## src/rtl/fetch_pkg.sv

```systemverilog
// fetch_pkg: shared definitions for the instruction fetch stage.
//   PC_WIDTH_DEF   default program counter / word address width
//   RESET_PC_DEF   default first fetch address after reset
//   FIFO_DEPTH_DEF default instruction buffer depth
//   INSTR_WIDTH    instruction word width
//   fetch_state_e  request FSM states
//   fetch_entry_t  buffer entry {pc, instr} at the default PC width
package fetch_pkg;

  localparam int unsigned PC_WIDTH_DEF   = 16;
  localparam logic [15:0] RESET_PC_DEF   = 16'h0000;
  localparam int unsigned FIFO_DEPTH_DEF = 2;
  localparam int unsigned INSTR_WIDTH    = 16;

  // IDLE: no request, REQ: request outstanding, FULL: buffer cannot take another word
  typedef enum logic [1:0] {
    S_IDLE = 2'd0,
    S_REQ  = 2'd1,
    S_FULL = 2'd2
  } fetch_state_e;

  // One buffered instruction together with the address it came from. The top
  // packs the same {pc, instr} layout into a flat vector so non-default PC
  // widths keep working.
  typedef struct packed {
    logic [PC_WIDTH_DEF-1:0] pc;
    logic [INSTR_WIDTH-1:0]  instr;
  } fetch_entry_t;

endpackage

```

## src/rtl/fetch_fifo.sv

```systemverilog
// fetch_fifo: small synchronous FIFO holding fetched {pc, instr} entries.
// Ports:
//   clock        rising-edge clock
//   reset        asynchronous active-low reset (0 = reset)
//   push_i       write push_data_i at the tail
//   push_data_i  entry to write
//   pop_i        drop the head entry
//   flush_i      empty the buffer; wins over push and pop in the same cycle
//   head_o       head entry, read straight from registered storage
//   full_o       DEPTH entries held
//   empty_o      no entries held
//   count_o      current occupancy
module fetch_fifo
  import fetch_pkg::*;
#(
  parameter int unsigned      DEPTH     = FIFO_DEPTH_DEF,
  parameter int unsigned      WIDTH     = 32,
  parameter logic [WIDTH-1:0] RESET_VAL = '0
) (
  input  logic                   clock,
  input  logic                   reset,
  input  logic                   push_i,
  input  logic [WIDTH-1:0]       push_data_i,
  input  logic                   pop_i,
  input  logic                   flush_i,
  output logic [WIDTH-1:0]       head_o,
  output logic                   full_o,
  output logic                   empty_o,
  output logic [$clog2(DEPTH):0] count_o
);

  localparam int unsigned AW = $clog2(DEPTH);
  localparam logic [AW:0] FULL_C = (AW+1)'(DEPTH);

  logic [WIDTH-1:0] mem_q [DEPTH];
  logic [AW-1:0]    wptr_q;
  logic [AW-1:0]    rptr_q;
  logic [AW:0]      count_q;
  logic             doPush;
  logic             doPop;

  // Protect the storage against pushes into a full buffer and pops of an empty one.
  assign doPush = push_i && (!full_o || pop_i);
  assign doPop  = pop_i && !empty_o;

  // Storage is reset to RESET_VAL so the head reads a defined value while empty.
  // Pointers wrap naturally because DEPTH is a power of two.
  always_ff @(posedge clock or negedge reset) begin
    if (!reset) begin
      for (int i = 0; i < int'(DEPTH); i++) begin
        mem_q[i] <= RESET_VAL;
      end
      wptr_q  <= '0;
      rptr_q  <= '0;
      count_q <= '0;
    end else if (flush_i) begin
      wptr_q  <= '0;
      rptr_q  <= '0;
      count_q <= '0;
    end else begin
      if (doPush) begin
        mem_q[wptr_q] <= push_data_i;
        wptr_q        <= wptr_q + AW'(1);
      end
      if (doPop) begin
        rptr_q <= rptr_q + AW'(1);
      end
      if (doPush && !doPop) begin
        count_q <= count_q + (AW+1)'(1);
      end else if (doPop && !doPush) begin
        count_q <= count_q - (AW+1)'(1);
      end
    end
  end

  assign head_o  = mem_q[rptr_q];
  assign full_o  = (count_q == FULL_C);
  assign empty_o = (count_q == '0);
  assign count_o = count_q;

endmodule

```

## src/rtl/fetch_stage.sv

```systemverilog
// fetch_stage: instruction fetch with one outstanding memory request and a
// small instruction buffer in front of the decoder.
// Optional feature macro: FETCH_STAGE_PERF_EN adds the bubble_count output.
// Ports:
//   clock         rising-edge clock
//   reset         asynchronous active-low reset (0 = reset)
//   imem_req      memory read request, held until imem_ack
//   imem_addr     word address of the request
//   imem_ack      request complete, imem_rdata valid this cycle
//   imem_rdata    instruction word from memory
//   fetch_valid   buffer head is valid
//   fetch_instr   head instruction word
//   fetch_pc      head instruction address
//   decode_ready  decoder takes the head when fetch_valid is high
//   redirect      single-cycle redirect pulse
//   redirect_pc   redirect target
//   bubble_count  (FETCH_STAGE_PERF_EN only) saturating count of cycles with
//                 decode_ready high and fetch_valid low
module fetch_stage
  import fetch_pkg::*;
#(
  parameter int unsigned         PC_WIDTH   = PC_WIDTH_DEF,
  parameter logic [PC_WIDTH-1:0] RESET_PC   = PC_WIDTH'(RESET_PC_DEF),
  parameter int unsigned         FIFO_DEPTH = FIFO_DEPTH_DEF
) (
  input  logic                   clock,
  input  logic                   reset,
  output logic                   imem_req,
  output logic [PC_WIDTH-1:0]    imem_addr,
  input  logic                   imem_ack,
  input  logic [INSTR_WIDTH-1:0] imem_rdata,
  output logic                   fetch_valid,
  output logic [INSTR_WIDTH-1:0] fetch_instr,
  output logic [PC_WIDTH-1:0]    fetch_pc,
  input  logic                   decode_ready,
  input  logic                   redirect,
  input  logic [PC_WIDTH-1:0]    redirect_pc
`ifdef FETCH_STAGE_PERF_EN
  ,
  output logic [15:0]            bubble_count
`endif
);

  localparam int unsigned CW = $clog2(FIFO_DEPTH) + 1;
  localparam int unsigned DW = PC_WIDTH + INSTR_WIDTH;
  localparam logic [CW-1:0] DEPTH_C = CW'(FIFO_DEPTH);

  fetch_state_e        state_q, state_d;
  logic [PC_WIDTH-1:0] pc_q, pc_d;
  logic [PC_WIDTH-1:0] stale_q, stale_d;
  logic                drop_q, drop_d;
  logic                req_q, req_d;

  logic                push, pop, flush;
  logic [DW-1:0]       pushData, headData;
  logic                fifoFull, fifoEmpty;
  logic [CW-1:0]       fifoCount, countAfter;

  fetch_fifo #(
    .DEPTH     (FIFO_DEPTH),
    .WIDTH     (DW),
    .RESET_VAL ({RESET_PC, {INSTR_WIDTH{1'b0}}})
  ) u_fifo (
    .clock       (clock),
    .reset       (reset),
    .push_i      (push),
    .push_data_i (pushData),
    .pop_i       (pop),
    .flush_i     (flush),
    .head_o      (headData),
    .full_o      (fifoFull),
    .empty_o     (fifoEmpty),
    .count_o     (fifoCount)
  );

  assign pushData    = {pc_q, imem_rdata};
  assign fetch_valid = !fifoEmpty;
  assign fetch_pc    = headData[DW-1:INSTR_WIDTH];
  assign fetch_instr = headData[INSTR_WIDTH-1:0];
  assign imem_req    = req_q;
  // While a dropped request is still in flight the bus keeps its old address;
  // pc_q already holds the redirect target for the request that follows.
  assign imem_addr   = drop_q ? stale_q : pc_q;

  // Next-state logic. A redirect overrides everything: the buffer is flushed,
  // the pc jumps, and a request at the target is scheduled. A request that is
  // still waiting for its ack cannot be withdrawn, so it is marked to be
  // dropped; repeated redirects keep the original stale address on the bus.
  always_comb begin
    state_d    = state_q;
    pc_d       = pc_q;
    stale_d    = stale_q;
    drop_d     = drop_q;
    push       = 1'b0;
    flush      = 1'b0;
    pop        = fetch_valid && decode_ready;
    countAfter = fifoCount + CW'(1) - CW'(pop);

    if (redirect) begin
      flush   = 1'b1;
      pc_d    = redirect_pc;
      state_d = S_REQ;
      drop_d  = 1'b0;
      if (state_q == S_REQ && !imem_ack) begin
        drop_d = 1'b1;
        if (!drop_q) begin
          stale_d = pc_q;
        end
      end
    end else begin
      case (state_q)
        S_IDLE: state_d = fifoFull ? S_FULL : S_REQ;
        S_REQ: begin
          if (imem_ack) begin
            if (drop_q) begin
              drop_d = 1'b0;
            end else begin
              push = 1'b1;
              pc_d = pc_q + PC_WIDTH'(1);
              if (countAfter == DEPTH_C) begin
                state_d = S_FULL;
              end
            end
          end
        end
        S_FULL: begin
          if (pop) begin
            state_d = S_REQ;
          end
        end
        default: state_d = S_IDLE;
      endcase
    end

    req_d = (state_d == S_REQ);
  end

  // State registers; imem_req gets its own flop so the bus sees a clean
  // registered request.
  always_ff @(posedge clock or negedge reset) begin
    if (!reset) begin
      state_q <= S_IDLE;
      pc_q    <= RESET_PC;
      stale_q <= RESET_PC;
      drop_q  <= 1'b0;
      req_q   <= 1'b0;
    end else begin
      state_q <= state_d;
      pc_q    <= pc_d;
      stale_q <= stale_d;
      drop_q  <= drop_d;
      req_q   <= req_d;
    end
  end

`ifdef FETCH_STAGE_PERF_EN
  logic [15:0] bubble_q;

  // Counts cycles where the decoder was ready but had nothing to take.
  always_ff @(posedge clock or negedge reset) begin
    if (!reset) begin
      bubble_q <= '0;
    end else if (decode_ready && !fetch_valid && bubble_q != 16'hFFFF) begin
      bubble_q <= bubble_q + 16'd1;
    end
  end

  assign bubble_count = bubble_q;
`endif

endmodule

```

## config.mk

```make
export PLATFORM = sky130hd
export DESIGN_NAME = fetch_stage
export DESIGN_NICKNAME = d
export VERILOG_FILES = /design/src/rtl/fetch_pkg.sv /design/src/rtl/fetch_fifo.sv /design/src/rtl/fetch_stage.sv
export SDC_FILE = /design/constraint.sdc
export NUM_CORES = 1
export LEC_CHECK = 0
export ABC_CLOCK_PERIOD_IN_PS = 3700
export CAP_MARGIN = 25
export CORE_MARGIN = 3
export CORE_UTILIZATION = 55
export DETAILED_ROUTE_END_ITERATION = 8
export GPL_TIMING_DRIVEN = 0
export PLACE_DENSITY = 0.86
export SYNTH_ARGS = -nofsm -noshare
export SYNTH_HDL_FRONTEND = slang
export SYNTH_SLANG_ARGS = --single-unit
```

## constraint.sdc

```tcl
create_clock -name clock -period 3.7 [get_ports clock]
set_clock_uncertainty 0.15 [all_clocks]
set_input_delay 0.555 -clock clock [delete_from_list [all_inputs] [get_ports clock]]
set_output_delay 0.555 -clock clock [all_outputs]
set_load 0.01 [all_outputs]
```

==> results of run 1 <==
## cell families after synthesis
| kind of cell | after synthesis | share of synthesized area [%] |
|---|---|---|
| DFF | 104 | 52.2 |
| buffers and inverters | 36 | 3.94 |
| and+or+nand+nor | 69 | 7.83 |
| adders and majority gates | 3 | 0.753 |
| xor gates and xnor gates | 14 | 2.46 |
| AOI/OAI and AO/OA | 36 | 4.39 |
| muxes | 126 | 28.4 |
## power groups by stage
stage / combinational, mW / clock [mW] / sequential [mW]
2_1_floorplan: 1.32 / 0 / 1.79
3_3_place_gp: 2.12 / 0 / 1.83
3_5_place_dp: 2.18 / 0 / 1.88
4_1_cts: 2.19 / 0.742 / 1.85
5_1_grt: 2.34 / 0.795 / 1.91
6_report: 2.17 / 0.726 / 1.85
## per-stage QoR
stage	util (%)	TNS (ns)
6_report	70.9	0
5_1_grt	70.9	0
4_1_cts	70.9	0
3_5_place_dp	68.4	0
3_3_place_gp	68.1	-184.69
2_1_floorplan	-	0
## cell type report
type	instances	area [sq um]	share of cell area [%]
flip-flops and latches	104	2600	41.9
multi-input cells	248	2180	35.2
repair buffers	87	886	14.3
plain buffers	26	159	2.56
clock buffers	11	141	2.28
well taps	108	135	2.18
clock inverters	5	65.1	1.05
inverters	10	37.5	0.604
## worst paths after layout
kind | end | cells past startpoint
max | fetch_pc[11] | 4
min | u_fifo.mem_q[9]$_DFFE_PN0P_ | 1
max reg2reg | u_fifo.mem_q[63]$_DFFE_PN0P_ | 7
min reg2reg | u_fifo.mem_q[9]$_DFFE_PN0P_ | 1
max in group asynchronous | u_fifo.mem_q[16]$_DFFE_PN0P_ | 3
min in group asynchronous | u_fifo.mem_q[29]$_DFFE_PN0P_ | 2
## flip-flops by register name, indices dropped and copies added, names as in the netlist
register / count
drop_q: 1
imem_req: 1
pc_q: 16
stale_q: 16
state_q: 2
u_fifo.count_o: 2
u_fifo.mem_q: 64
u_fifo.rptr_q: 1
u_fifo.wptr_q: 1
## cell usage in the layout, fill, tap and decap left out, types with 2 or more instances in the layout
master / n
buf_2: 3
mux2_1: 4
nor2_1: 10
a21oi_1: 3
buf_6: 7
nor4_1: 5
dfrtp_1: 104
nand4_1: 3
xnor2_1: 12
clkdlybuf4s50_1: 84
nor2b_1: 2
and4_1: 2
nand2_1: 24
clkbuf_8: 10
mux2_2: 119
buf_4: 2
ha_1: 3
clkbuf_1: 15
a211o_1: 2
nand2b_1: 4
o31a_1: 3
o21ai_0: 21
nand3_1: 5
inv_1: 10
nor3_1: 5
mux2i_1: 3
and3b_1: 2
nor3_2: 2
xor2_1: 2
clkinvlp_4: 2
a31oi_1: 2
## routing by layer
metal	vias up	wire, um
met3	10	537
met5	-	0
met4	0	137
met1	1673	4610
met2	97	5170
li1	1570	-
==> qor.csv, run 1 <==
metric;value;unit
cp.required;2.99;ns
rsz0062_at_grt;false;
peakVddDrop;0.434;mV
fmax;326;MHz
drt_wl_total;10500;um
switching_share;31.3;%
dr.first_iter.drc_count;200;
cts_hold_buf;1;
vias;3350;
gp_congestion;0.796;
async_reset_ff_share;100;%
drive_gt1_share;31.2;%
comb_power_share;45.7;%
p_leak;2.57;nW
relSlewSlack;58.6;%
design_area;0.00621;sq mm
path_clk_slew;0.10;ns
via_per_inst;5.59;
core-area;0.00876;sq mm
die-area;0.0102;sq mm
grt_use_met2;35.1;%
cts_tree;built;
cts_sinks;104;
ios;87;
synth_top_area_share;52.2;%
cts_resized;0;
synth-seq-cells;104;
syn_to_final_growth;24.6;%
finalHoldViolCount;0;
regToRegStartpoint;u_fifo.count_o[0]$_DFFE_PN0P_;
start_util;56.9;%
io_buffers;85;
drc;0;
p_int;3.26;mW
status;complete, no violations;
gr-usage-met1;29.0;%
end_kind;output port;
fin_crit;3.07;ns
fin_crit_sh;83.0;%
syn_inst;388;
h-tree-depth;3;
net-switching-power;1.49;mW
clock_latency;0.36;ns
netlist_area;0.00498;sq mm
finalPower;4.75;mW
dpl_worst_slack;0.946;ns
holdCritStartpoint;u_fifo.mem_q[9]$_DFFE_PN0P_;
grt_first_pass_wirelength;17000;um
hpwl;7520;um
yosys.area.top_type;dfrtp_1;
grt_max_degree;78;
fill_cells;617;
seqPwrFrac;39.0;%
synthTopCellsByArea;dfrtp_1 (52%), mux2_2 (27%), o21ai_0 (2.1%);
post-synth-top-count-cell;mux2_2;
path_class;register to output port;
synth_cell_types;39;
synthTopCellsByCount;mux2_2 (119), dfrtp_1 (104), nand2_1 (24), o21ai_0 (21), clkbuf_1 (14);
pwr-share-clk;15.3;%
grt_util_met3;3.37;%
grt_pass1_vias;3419;
cts_max_path_buffers;2;
r2r_slack;1.30;ns
grt.busiest_layer;met2;
slew_viol_final;0;
dp_cells;582;
startpoint;u_fifo.rptr_q$_DFFE_PN0P_;
crit_path_cell_trace;clkbuf_1 -> clkbuf_1 -> mux2_2 -> clkdlybuf4s50_1;
synth_seq_area_share;52.2;%
wl_per_cell;17.5;um
crit_slowest_cell;clkbuf_1;
pwr_density_cell;765;mW/mm^2
yosys_warnings;0;
cp-start-kind;register;
die_w;101;um
diodes;0;
nets;526;
gr-total-overflow;0;
max_stage_delay;0.52;ns
holdWs;0.342;ns
fin_cells;599;
path_common_cell;clkbuf_1;
grt_use_total;21.2;%
synth.net_count;428;
max_slew.worst_pin.slew;0.620;ns
cap_violations;0;
antenna_left;0;
synth.avg_cell_area;12.8;sq um
cts_setup_buffers;0;
die_y;101;um
hp-class;register to register;
rows;34;
placed_area;0.00599;sq mm
firstDrtPassIters;4;
synth_edf_count;0;
cts_buffers;9;
worst_slack;0.629;ns
cp_max_fo;10;
crit_arrival;2.37;ns
synth-main-ff-cell;dfrtp_1;
finalSetupViolCount;0;
antenna_found_initial;0;
path_delay_family;buffers and inverters;
critPathBufInv;3;
cts_root_buffer;clkbuf_8;
No activity file was read; power rests on OpenSTA's default activity.
==> run 2, diff against run 1 <==
--- a/config.mk
+++ b/config.mk
@@ -5,13 +5,13 @@
 export SDC_FILE = /design/constraint.sdc
 export NUM_CORES = 1
 export LEC_CHECK = 0
-export ABC_CLOCK_PERIOD_IN_PS = 3700
+export ABC_CLOCK_PERIOD_IN_PS = 2900
 export CAP_MARGIN = 25
 export CORE_MARGIN = 3
-export CORE_UTILIZATION = 55
+export CORE_UTILIZATION = 53
 export DETAILED_ROUTE_END_ITERATION = 8
 export GPL_TIMING_DRIVEN = 0
-export PLACE_DENSITY = 0.86
+export PLACE_DENSITY = 0.83
 export SYNTH_ARGS = -nofsm -noshare
 export SYNTH_HDL_FRONTEND = slang
 export SYNTH_SLANG_ARGS = --single-unit
==> constraint.sdc (replaced) <==
create_clock -name clock -period 2.9 [get_ports clock]
set_clock_uncertainty 0.15 [all_clocks]
set_input_delay 0.435 -clock clock [delete_from_list [all_inputs] [get_ports clock]]
set_output_delay 0.435 -clock clock [all_outputs]
set_load 0.01 [all_outputs]
==> run 2 against run 1 <==
Net effect: first-iteration DRC count down 35%; sequential power up 28%; via count down 0.39%; hold slack about the same; register-to-register slack worse by 0.82 ns; utilization down 1.5 points; sequential share of layout area up 0.076 points; routed wire length about the same; largest power group unchanged; count of clock-buffer cells in the layout unchanged; power up 27%; non-clock buffer count down 1.
==> qor.csv, run 2 (synthesized netlist as in run 1, its figures left out) <==
metric;value;unit;change
diodes;0;;unchanged
pwr_density_cell;972;mW/mm^2;+27%
cts_setup_buffers;0;;unchanged
fmax;363;MHz;
largestRegisters;u_fifo.mem_q (64), pc_q (16), stale_q (16);;
die_w;103;um;+1.8%
wl_per_cell;17.5;um;+0.37%
io_buffers;85;;unchanged
drc;0;;unchanged
clock_latency;0.36;ns;about the same
crit_arrival;2.17;ns;-0.20 ns
peakVddDrop;0.489;mV;+13%
drive_gt1_share;31.7;%;+0.54 points
gr-total-overflow;0;;unchanged
wl_met1;4810;um;+4.2%
cts_sinks;104;;unchanged
syn_to_final_growth;24.4;%;
cp-start-kind;register;;
h-tree-depth;3;;unchanged
fin_crit;2.75;ns;
status;complete, no violations;;
max_slew.worst_pin.slew;0.535;ns;-0.0854 ns
path_clk_slew;0.09;ns;about the same
gp_congestion;0.810;;+1.8%
seqPwrFrac;39.2;%;+0.2 points
layout_common_cells;mux2_2 (119), dfrtp_1 (104), clkdlybuf4s50_1 (84), nand2_1 (24), o21ai_0 (21);;
highest_layer;met4;;
cp_max_fo;10;;unchanged
start_util;55.8;%;-1.1 points
switching_share;31.1;%;-0.26 points
die_y;103;um;+1.8%
fin_crit_sh;94.9;%;
rsz0062_at_grt;false;;
core-area;0.00893;sq mm;+1.9%
dr.first_iter.drc_count;130;;-35%
grt_max_degree;71;;-9.0%
cap_violations;0;;unchanged
crit_path_cell_trace;clkbuf_1 -> clkbuf_2 -> mux2_2 -> clkdlybuf4s50_1;;
antenna_found_initial;0;;unchanged
relSlewSlack;64.3;%;+5.7 points
max_stage_delay;0.48;ns;-0.04 ns
route.met3.wl;342;um;-36%
firstDrtPassIters;4;;unchanged
hp-class;register to register;;
end_kind;output port;;
path_class;register to output port;;
grt_first_pass_wirelength;17200;um;+0.93%
grt_pass1_vias;3468;;+1.4%
finalSetupViolCount;0;;unchanged
largest_reg_flops;64;;unchanged
cts_tree;built;;
comb_power_share;45.9;%;+0.2 points
hpwl;7600;um;+1.1%
cts_max_path_buffers;2;;unchanged
via_per_inst;5.59;;about the same
vias;3337;;-0.39%
p_int;4.15;mW;+27%
pwr-share-clk;14.9;%;-0.4 points
finalHoldViolCount;0;;unchanged
slew_viol_final;0;;unchanged
final_common_cell;mux2_2;;
dpl_worst_slack;0.249;ns;-0.697 ns
top_register;u_fifo.mem_q;;
die-area;0.0106;sq mm;+3.5%
worst_slack;0.149;ns;-0.481 ns
ios;87;;unchanged
grt_use_total;21.1;%;-0.16 points
drt_wl_total;10500;um;about the same
antenna_left;0;;unchanged
p_leak;2.57;nW;+0.12%
net-switching-power;1.87;mW;+26%
crit_slowest_cell;clkdlybuf4s50_1;;
rows;34;;unchanged
utilization;69.4;%;-1.5 points
nets;525;;-0.19%
cts_root_buffer;clkbuf_8;;
cts_buffers;9;;unchanged
met2WireLength;5150;um;-0.21%
cp.required;2.32;ns;-0.67 ns
[run 2: changes by cell type in the layout (fill, tap and decap cells not counted)]
cell      delta
inv_6        +1
inv_8        -1
clkbuf_1     -4
clkbuf_2     +3
clkinv_4     -1
[run 2: what timing repair did]
action	CTS	global route
hold buffers	1	0
gates resized for setup	3	0
hold endpoints to repair	34	0
endpoints found under the setup margin	29	5
[run 2: final timing paths]
| path | end | slack (ns) | cells after the start | from |
|---|---|---|---|---|
| worst max register to register | u_fifo.mem_q[52]$_DFFE_PN0P_ | 0.48 | 7 | u_fifo.count_o[0]$_DFFE_PN0P_ |
| worst min register to register | u_fifo.mem_q[60]$_DFFE_PN0P_ | 0.34 | 1 | u_fifo.mem_q[60]$_DFFE_PN0P_ |
| min in group asynchronous | u_fifo.mem_q[58]$_DFFE_PN0P_ | 0.42 | 2 | reset |
| worst max-delay path | fetch_pc[8] | 0.15 | 4 | u_fifo.rptr_q$_DFFE_PN0P_ |
| max in group asynchronous | stale_q[9]$_DFFE_PN0P_ | 1.47 | 3 | reset |
| worst min-delay path | u_fifo.mem_q[60]$_DFFE_PN0P_ | 0.34 | 1 | u_fifo.mem_q[60]$_DFFE_PN0P_ |
[run 2: per-layer routing]
| metal | global-route usage, % | vias to the layer above |
|---|---|---|
| met2 | 35.5 | 80 |
| met4 | 7.07 | 0 |
| met1 | 28.2 | 1685 |
| met3 | 2.77 | 11 |
| li1 | - | 1561 |
| met5 | 0 | - |
[run 2: critical path: cells and delay by family (launching register included)]
| kind | cells | cell delay (ns) |
|---|---|---|
| multiplexers | 1 | 0.39 |
| flip-flops | 1 | 0.33 |
| buffers and inverters | 3 | 1.09 |
[run 2: area by class of cell]
type	instances	area, sq um
multi-input combinational	248	2180
clock inverter	4	53.8
sequential	104	2600
buffer	25	159
timing repair buffer	87	886
fill	640	2730
inverter	10	37.5
tap	108	135
clock buffer	11	141
[run 2: per-stage QoR]
step | hold slack [ns] | TNS (ns) | instances | total power [mW] | area, sq um
after CTS | 0.343 | 0 | 598 | 6.09 | 6200
after global placement | 0.313 | -264.80 | 581 | 5.06 | 5970
after floorplan | -0.0106 | 0 | 388 | 3.98 | 4980
after detailed placement | 0.263 | 0 | 582 | 5.18 | 5990
final | 0.342 | 0 | 597 | 6.03 | 6200
after global routing | 0.377 | 0 | 597 | 6.43 | 6200
[run 2: power groups by stage]
stage / combinational [mW] / sequential [mW] / clock [mW]
floorplan: 1.69 / 2.29 / 0
global placement: 2.71 / 2.34 / 0
detailed placement: 2.78 / 2.40 / 0
CTS: 2.81 / 2.36 / 0.921
global route: 3.00 / 2.45 / 0.980
finish: 2.77 / 2.36 / 0.898
==> run 3, diff against run 2 <==
--- a/config.mk
+++ b/config.mk
@@ -11,6 +11,7 @@
 export CORE_UTILIZATION = 53
 export DETAILED_ROUTE_END_ITERATION = 8
 export GPL_TIMING_DRIVEN = 0
+export HOLD_SLACK_MARGIN = 0.12
 export PLACE_DENSITY = 0.83
 export SYNTH_ARGS = -nofsm -noshare
 export SYNTH_HDL_FRONTEND = slang
==> constraint.sdc (replaced) <==
create_clock -name clock -period 2.9 [get_ports clock]
set_clock_uncertainty 0.15 [all_clocks]
set_input_delay 0.435 -clock clock [delete_from_list [all_inputs] [get_ports clock]]
set_output_delay 0.435 -clock clock [all_outputs]
set_load 0.1 [all_outputs]
==> run 3 against run 2 <==
Net effect: routed wire length increased by 0.33%; utilization up 0.83 points; via count down 1.2%; first-iteration DRC count fell by 22%; global-route usage decreased by 0.17 points; maximum frequency fell by 3.0%; critical path type unchanged; largest cell class unchanged; highest routed layer unchanged.
==> qor.csv, run 3 (synthesized netlist as in run 1, its figures left out) <==
metric;value;unit;change
syn_to_final_growth;25.9;%;
cp.required;2.32;ns;about the same
max_slew.worst_pin.slew;0.984;ns;+0.449 ns
cp-start-kind;register;;
clock_latency;0.37;ns;about the same
gp_congestion;0.764;;-5.7%
cp_max_fo;7;;-3
io_buffers;85;;unchanged
final_common_cell;mux2_2;;
firstDrtPassIters;4;;unchanged
gr-total-overflow;0;;unchanged
worstReg2RegEnd;u_fifo.mem_q[49]$_DFFE_PN0P_;;
hp-class;register to register;;
vias;3297;;-1.2%
drc;0;;unchanged
fmax;353;MHz;-3.0%
worstSetupEndpoint;imem_addr[2];;
antenna_found_initial;0;;unchanged
worst_slack;0.0642;ns;-0.0844 ns
start_util;55.8;%;unchanged
grt_use_total;20.9;%;-0.17 points
top_register;u_fifo.mem_q;;
dpl_worst_slack;-0.177;ns;-0.427 ns
h-tree-depth;3;;unchanged
utilization;70.2;%;+0.83 points
die_w;103;um;unchanged
cts_sinks;104;;unchanged
dr.first_iter.drc_count;101;;-22%
rsz0062_at_grt;false;;
crit_arrival;2.25;ns;+0.08 ns
hpwl;7410;um;-2.5%
crit_path_cell_trace;buf_6 -> mux2_2 -> clkdlybuf4s50_1;;
regToRegStartpoint;u_fifo.count_o[0]$_DFFE_PN0P_;;
diodes;0;;unchanged
path_delay_family;buffers and inverters;;
relSlewSlack;34.7;%;-30 points
path_clk_slew;0.10;ns;about the same
die-area;0.0106;sq mm;unchanged
cts_max_path_buffers;2;;unchanged
rows;34;;unchanged
path_depth;3;;-1
area.sequential;0.00260;sq mm;unchanged
crit_slowest_cell;clkdlybuf4s50_1;;
antenna_left;0;;unchanged
largestRegisters;u_fifo.mem_q (64), pc_q (16), stale_q (16);;
grt_pass1_vias;3408;;-1.7%
slew_viol_final;0;;unchanged
drive_gt1_share;40.5;%;+8.8 points
grt_first_pass_wirelength;17000;um;-0.76%
drt_wl_total;10500;um;+0.33%
r2r_slack;0.51;ns;+0.03 ns
core-area;0.00893;sq mm;unchanged
cts_setup_buffers;0;;unchanged
die_y;103;um;unchanged
grt_max_degree;57;;-20%
path_class;register to output port;;
wl_per_cell;17.5;um;about the same
reg2regPathDepth;7;;unchanged
layout_common_cells;mux2_2 (119), dfrtp_1 (104), clkdlybuf4s50_1 (38), clkdlybuf4s15_2 (38), nand2_1 (24);;
ios;87;;unchanged
max_stage_delay;1.13;ns;+0.65 ns
largest_reg_flops;64;;unchanged
fin_crit_sh;97.8;%;+2.9 points
fin_crit;2.84;ns;+0.0844 ns
status;complete, no violations;;
critPathBufInv;2;;-1
fill_cells;657;;+2.7%
finalSetupViolCount;0;;unchanged
cts_root_buffer;clkbuf_8;;
cts_buffers;9;;unchanged
finalHoldViolCount;0;;unchanged
cap_violations;0;;unchanged
cts_tree;built;;
startpoint;drop_q$_DFFE_PN0P_;;
multi_input_area;0.00218;sq mm;unchanged
end_kind;output port;;
via_per_inst;5.50;;-1.5%
nets;526;;+0.19%
-- run 3: cell count changes in the layout (fill, tap and decap cells not counted) --
cell	before	now
clkbuf_8	10	11
inv_8	0	1
clkinv_4	0	1
bufinv_16	1	2
clkdlybuf4s50_1	84	38
o21ai_1	0	1
dlymetal6s2s_1	0	1
inv_6	1	0
dlygate4sd2_1	0	3
clkbuf_2	4	8
clkdlybuf4s15_2	0	38
o21ai_0	21	20
clkinvlp_4	2	1
-- run 3: per-stage QoR --
stage / hold slack, ns / area [sq um] / cells / TNS (ns)
final: 0.347 / 6270 / 599 / 0
after global routing: 0.367 / 6270 / 599 / 0
after CTS: 0.349 / 6290 / 599 / 0
after detailed placement: 0.327 / 5990 / 582 / -4.31
after global placement: 0.313 / 5970 / 581 / -260.35
after floorplan: -0.0106 / 4980 / 388 / -4.36
-- run 3: worst register-to-register path, stage by stage, from the launching register on --
cell	delay (ns)
dfrtp_1	0.38
inv_1	0.10
ha_1	0.23
nand2b_1	0.22
a21oi_2	0.26
nor3b_4	0.38
buf_6	0.21
mux2_2	0.35
-- run 3: how the worst min path moves through the flow --
stage,start,end,depth (start not counted)
floorplan,reset,drop_q$_DFFE_PN0P_,0
global placement,u_fifo.mem_q[9]$_DFFE_PN0P_,u_fifo.mem_q[9]$_DFFE_PN0P_,1
detailed placement,u_fifo.mem_q[9]$_DFFE_PN0P_,u_fifo.mem_q[9]$_DFFE_PN0P_,1
CTS,u_fifo.mem_q[9]$_DFFE_PN0P_,u_fifo.mem_q[9]$_DFFE_PN0P_,1
global route,u_fifo.mem_q[9]$_DFFE_PN0P_,u_fifo.mem_q[9]$_DFFE_PN0P_,1
finish,u_fifo.mem_q[44]$_DFFE_PN0P_,u_fifo.mem_q[44]$_DFFE_PN0P_,1
-- run 3: layout make-up --
class | instances | area share (%)
clock inverters | 5 | 1.40
well taps | 108 | 2.15
multi-input cells | 248 | 34.8
flip-flops and latches | 104 | 41.5
clock buffers | 11 | 2.41
inverters | 10 | 0.598
plain buffers | 26 | 2.59
repair buffers | 87 | 14.5
-- run 3: metal layers --
layer,part of all wire [%],vias to the layer above,track usage (%)
met4,1.4,0,6.47
li1,-,1563,-
met1,45,1655,28.7
met5,0,-,0
met3,4.1,9,3.52
met2,49,70,34.1
-- run 3: timing repair --
action / 4_1_cts / 5_1_grt
endpoints found under the hold margin: 48 / 0
resized for setup: 125 / 12
endpoints found under the setup margin: 45 / 5
cloned: 0 / 0
hold buffers: 1 / 0
pin swaps: 0 / 0
Power of run 3 is left out: the tool's default activity adds up to more than one toggle a clock period on the data nets, which glitch-free logic cannot reach.
